### src/rtl/pulse_timer.sv
// Pulse/gap length meter: times each phase of a filtered bit in en samples and
// hands completed phases to a single-entry valid/ready output slot.
module pulse_timer #(
    parameter int CNT_WIDTH = 16
) (
    input  logic                 clk,
    input  logic                 rst,
    input  logic                 en,
    input  logic                 bitIn,
    input  logic                 clrOvr,
    output logic                 outValid,
    input  logic                 outReady,
    output logic                 outLevel,
    output logic [CNT_WIDTH-1:0] outCount,
    output logic                 outSat,
    output logic                 overrun
);

    typedef enum logic [1:0] {
        ST_INIT    = 2'd0,
        ST_IDLE    = 2'd1,
        ST_MEASURE = 2'd2
    } state_t;

    localparam logic [CNT_WIDTH-1:0] CNT_MAX = {CNT_WIDTH{1'b1}};
    localparam logic [CNT_WIDTH-1:0] CNT_ONE = CNT_WIDTH'(1);

    state_t                 state_r, state_s;
    logic [CNT_WIDTH-1:0]   cnt_r, cnt_s;
    logic                   prev_r, prev_s;
    logic                   valid_r, valid_s;
    logic                   level_r, level_s;
    logic [CNT_WIDTH-1:0]   count_r, count_s;
    logic                   sat_r, sat_s;
    logic                   overrun_r, overrun_s;
    logic                   edge_s;
    logic                   slot_free_s;

    // Phase tracking: next state, counter and remembered level
    always_comb begin
        state_s = state_r;
        cnt_s   = cnt_r;
        prev_s  = prev_r;
        edge_s  = 1'b0;
        case (state_r)
            ST_INIT: begin
                if (en) begin
                    prev_s  = bitIn;
                    state_s = ST_IDLE;
                end else begin
                    state_s = state_r;
                end
            end
            ST_IDLE: begin
                // The first phase started before we saw it, so it is never reported
                if (en && (bitIn != prev_r)) begin
                    state_s = ST_MEASURE;
                    cnt_s   = CNT_ONE;
                    prev_s  = bitIn;
                end else begin
                    state_s = state_r;
                end
            end
            ST_MEASURE: begin
                if (en && (bitIn != prev_r)) begin
                    edge_s = 1'b1;
                    cnt_s  = CNT_ONE;
                    prev_s = bitIn;
                end else if (en && (cnt_r != CNT_MAX)) begin
                    cnt_s = cnt_r + CNT_ONE;
                end else begin
                    cnt_s = cnt_r;
                end
            end
            default: begin
                state_s = ST_INIT;
                cnt_s   = {CNT_WIDTH{1'b0}};
                prev_s  = 1'b0;
            end
        endcase
    end

    // Output slot: capture on a free slot, otherwise drop and flag overrun
    always_comb begin
        slot_free_s = !valid_r || outReady;
        valid_s     = valid_r && !outReady;
        level_s     = level_r;
        count_s     = count_r;
        sat_s       = sat_r;
        overrun_s   = overrun_r;
        if (edge_s && slot_free_s) begin
            valid_s = 1'b1;
            level_s = prev_r;
            count_s = cnt_r;
            sat_s   = (cnt_r == CNT_MAX);
        end else begin
            valid_s = valid_r && !outReady;
        end
        // A drop wins over a simultaneous clear so no loss goes unreported
        if (edge_s && !slot_free_s) begin
            overrun_s = 1'b1;
        end else if (clrOvr) begin
            overrun_s = 1'b0;
        end else begin
            overrun_s = overrun_r;
        end
    end

    // State and output registers
    always_ff @(posedge clk or negedge rst) begin
        if (!rst) begin
            state_r   <= ST_INIT;
            cnt_r     <= {CNT_WIDTH{1'b0}};
            prev_r    <= 1'b0;
            valid_r   <= 1'b0;
            level_r   <= 1'b0;
            count_r   <= {CNT_WIDTH{1'b0}};
            sat_r     <= 1'b0;
            overrun_r <= 1'b0;
        end else begin
            state_r   <= state_s;
            cnt_r     <= cnt_s;
            prev_r    <= prev_s;
            valid_r   <= valid_s;
            level_r   <= level_s;
            count_r   <= count_s;
            sat_r     <= sat_s;
            overrun_r <= overrun_s;
        end
    end

    assign outValid = valid_r;
    assign outLevel = level_r;
    assign outCount = count_r;
    assign outSat   = sat_r;
    assign overrun  = overrun_r;

endmodule

### config.mk
export PLATFORM = sky130hd
export DESIGN_NAME = pulse_timer
export DESIGN_NICKNAME = d
export VERILOG_FILES = /design/src/rtl/pulse_timer.sv
export SDC_FILE = /design/constraint.sdc
export NUM_CORES = 1
export LEC_CHECK = 0
export CAP_MARGIN = 20
export CORE_ASPECT_RATIO = 0.5
export CORE_UTILIZATION = 50
export DETAILED_ROUTE_END_ITERATION = 12
export PLACE_DENSITY_LB_ADDON = 0.05
export SYNTH_ARGS = -nofsm -noshare
export SYNTH_HDL_FRONTEND = slang
export SYNTH_SLANG_ARGS = --single-unit
### constraint.sdc
create_clock -name clk -period 2.9 [get_ports clk]
set_input_delay 0.58 -clock clk [delete_from_list [all_inputs] [get_ports clk]]
set_output_delay 0.58 -clock clk [all_outputs]
set_load 0.01 [all_outputs]
==> out/summary.txt <==
outcome -> complete, no violations
part of the power in the clock network -> 26.2%
switching power -> 482 uW
max cap viols -> 0
Syn Area/Cell -> 10.7 um^2
met3 Use GR -> 4.95%
portion of total power attributed to combinational logic -> 29.3%
pin count of the biggest net entering global routing -> 40
predominant post-synthesis flop cell -> dfrtp_1
DIE HEIGHT -> 46.3 um
final instance area -> 0.00233 mm^2
wire length of the first global-routing pass -> 6000 um
critical-path maximum fanout -> 10
R2R setup slack -> 0.89 ns
met1 track utilization from global routing -> 27.0%
IR Drop Worst-Case VDD -> 0.371 mV
cell count of the worst reg-to-reg path -> 6
post-CTS setup buffer count -> 0
shortest clock period the worst path allows after layout -> 2.21 ns
Worst setup SP type -> primary input
cell area after placement -> 0.00224 mm^2
leakage power -> 0.00103 uW
final cell count without fillers -> 262
Worst Path Class, Setup -> in -> reg
type of destination of the critical path -> flip-flop
number of placed instances, taps included -> 254
sum of negative setup slack -> 0 ns
signed area change from the synthesized netlist to the final layout -> 18.6%
total number of yosys warnings -> 0
Highest Clock Rate -> 453 MHz
global routing met2 resource utilization -> 29.5%
pwr/cell area -> 600 mW/mm^2
total overflow reported by the global router -> 0
final count of hold timing violations -> 0
worst slew margin relative to its limit -> 43.9%
part of the total power dissipated in sequential elements -> 44.5%
final setup vio count -> 0
unrepaired setup endpoints after global routing -> no
clock buffer count from CTS -> 5
#FFs+latches synth -> 39
ratio of cells with drive above 1 in the final layout -> 15.6%
Slew @ Worst Pin -> 0.842 ns
Root Buffer Master -> clkbuf_8
Die X-Extent -> 90.6 um
maximum buffer depth of the clock tree -> 2
H-tree depth -> 2
number of global-route vias before repair -> 1254
Cell Area, Synth -> 0.00196 mm^2
data arrival time of the critical path -> 2.43 ns
final antenna-violating net count -> 0
GPL Wtd Cong -> 0.825
number of flops mapped to enable cells by yosys -> 0
Tightest Hold Check Type -> in -> async
switching share of power -> 34.6%
area of the core region -> 0.00358 mm^2
number of buffers added to fix hold violations after cts -> 0
portion of the post-synthesis area used by sequential elements -> 49.7%
gr busiest metal -> met2
internal power summed over all cells -> 912 uW
clock-pin slew on the worst setup and hold paths -> 0.09 ns
Synth cell types -> 39
required time worst endpoint -> 3.12 ns
worst-case setup slack after placement -> 0.426 ns
worst reg2reg endpoint -> cnt_r[13]
Routed WL -> 3600 um
detail-routed via count per cell -> 5.58
setup clock skew after layout -> 0.0140 ns
Port Buf Inserts -> 25
total number of clock tree sinks -> 39
most common cell after layout, fill and taps aside -> dfrtp_1
cell count after synthesis -> 184
Tcrit/Tclk final -> 76.1%
Post-route DRC -> 0
number of nets in the finished design -> 222
r2r startpoint -> state_r[0]
number of I/O pins -> 26
final number of max-transition violations -> 0
Worst Setup Slack, final -> 0.692 ns
Iter 0 DRT Violations -> 74
highest-count cells in the layout ignoring fill and taps -> dfrtp_1 (39), clkdlybuf4s50_1 (24), o21ai_0 (16)
num rows -> 15
total of cells resized after clock tree synthesis -> 0
Ant. Diodes -> 0
Starting Density -> 54.7%
Synth async-reset ratio -> 100%
die area -> 0.00419 mm^2
global-route usage over all layers -> 19.0%
power consumption -> 1390 uW
clock tree from TritonCTS -> done
number of vias after detailed routing -> 1463
Worst-Skew Late Latency -> 0.29 ns
number of antenna violations at the first check in global routing -> 0
total iterations of the first detailed-routing run -> 4
Post-Synthesis Net Count -> 196
placed wire-length estimate -> 2520 um
wire length per cell -> 13.7 um
[routing by layer]
layer	wire length, um	vias to the layer above
li1	-	717
met3	216	5
met5	0	-
met2	1530	43
met4	23	0
met1	1830	698
[power by group through the flow]
stage | Clock (uW) | Sequential, uW | Combinational, uW
finish | 366 | 620 | 408
global route | 404 | 627 | 451
CTS | 377 | 621 | 408
detailed placement | 0 | 631 | 407
global placement | 0 | 628 | 400
floorplan | 0 | 631 | 308
[how the worst max path moves through the flow]
stage	slack [ns]	to	from	cells past startpoint
floorplan	1.12	cnt_r[15]	state_r[0]	8
global placement	0.50	cnt_r[13]	bitIn	6
detailed placement	0.43	cnt_r[13]	bitIn	6
CTS	0.73	cnt_r[5]	bitIn	6
global route	0.58	cnt_r[5]	bitIn	6
finish	0.69	cnt_r[13]	bitIn	6
[cells in the mapped netlist (2+ instances only)]
| library cell | count | area [um^2] |
|---|---|---|
| dfrtp_1 | 39 | 976 |
| and4_4 | 2 | 22.5 |
| a31oi_1 | 3 | 18.8 |
| buf_2 | 4 | 20.0 |
| a21oi_1 | 9 | 45.0 |
| o21ai_0 | 16 | 80.1 |
| inv_1 | 7 | 26.3 |
| nand2b_1 | 2 | 12.5 |
| nor2_1 | 13 | 48.8 |
| ha_1 | 6 | 75.1 |
| o21ai_1 | 13 | 65.1 |
| o31ai_1 | 4 | 30.0 |
| nand2_1 | 11 | 41.3 |
| nand4_1 | 4 | 25.0 |
| clkbuf_2 | 2 | 10.0 |
| mux2_1 | 6 | 67.6 |
| nand3_1 | 10 | 50.1 |
| mux2_2 | 12 | 135 |
[kinds of logic after synthesis]
kind of cell               share of synthesized area [%]
DFF                                                 49.7
and+or+nand+nor                                     15.1
adders and majority gates                           3.83
AOI/OAI and AO/OA                                   16.7
buffers and inverters                               3.44
muxes                                               10.3
xor gates and xnor gates                           0.893
[area by class of cell]
type / instances / area, um^2
Inverter: 7 / 26.3
Clock buffer: 5 / 68.8
Clock inverter: 3 / 20.0
Timing Repair Buffer: 26 / 253
Fill cell: 290 / 1260
Sequential cell: 39 / 976
Tap cell: 51 / 63.8
Multi-Input combinational cell: 131 / 918
[critical path, cell delays in order]
cell and delay (ns):
clkdlybuf4s50_1 0.49, xnor2_1 0.36, o211ai_2 0.23, a211oi_4 0.47, nand4_1 0.16, o21ai_1 0.13
[state kept, by name, indices dropped and copies added (netlist names)]
signal	cells
outValid	1
overrun	1
cnt_r	16
state_r	2
prev_r	1
outCount	16
outLevel	1
outSat	1
[through the flow]
| stage | util, % | hold WS [ns] |
|---|---|---|
| final | 64.9 | 0.379 |
| after global placement | 62.4 | 0.466 |
| after global routing | 64.9 | 0.461 |
| after CTS | 64.9 | 0.419 |
| after detailed placement | 62.4 | 0.482 |
| after floorplan | - | 0.284 |
(Power assumes the default switching activity.)
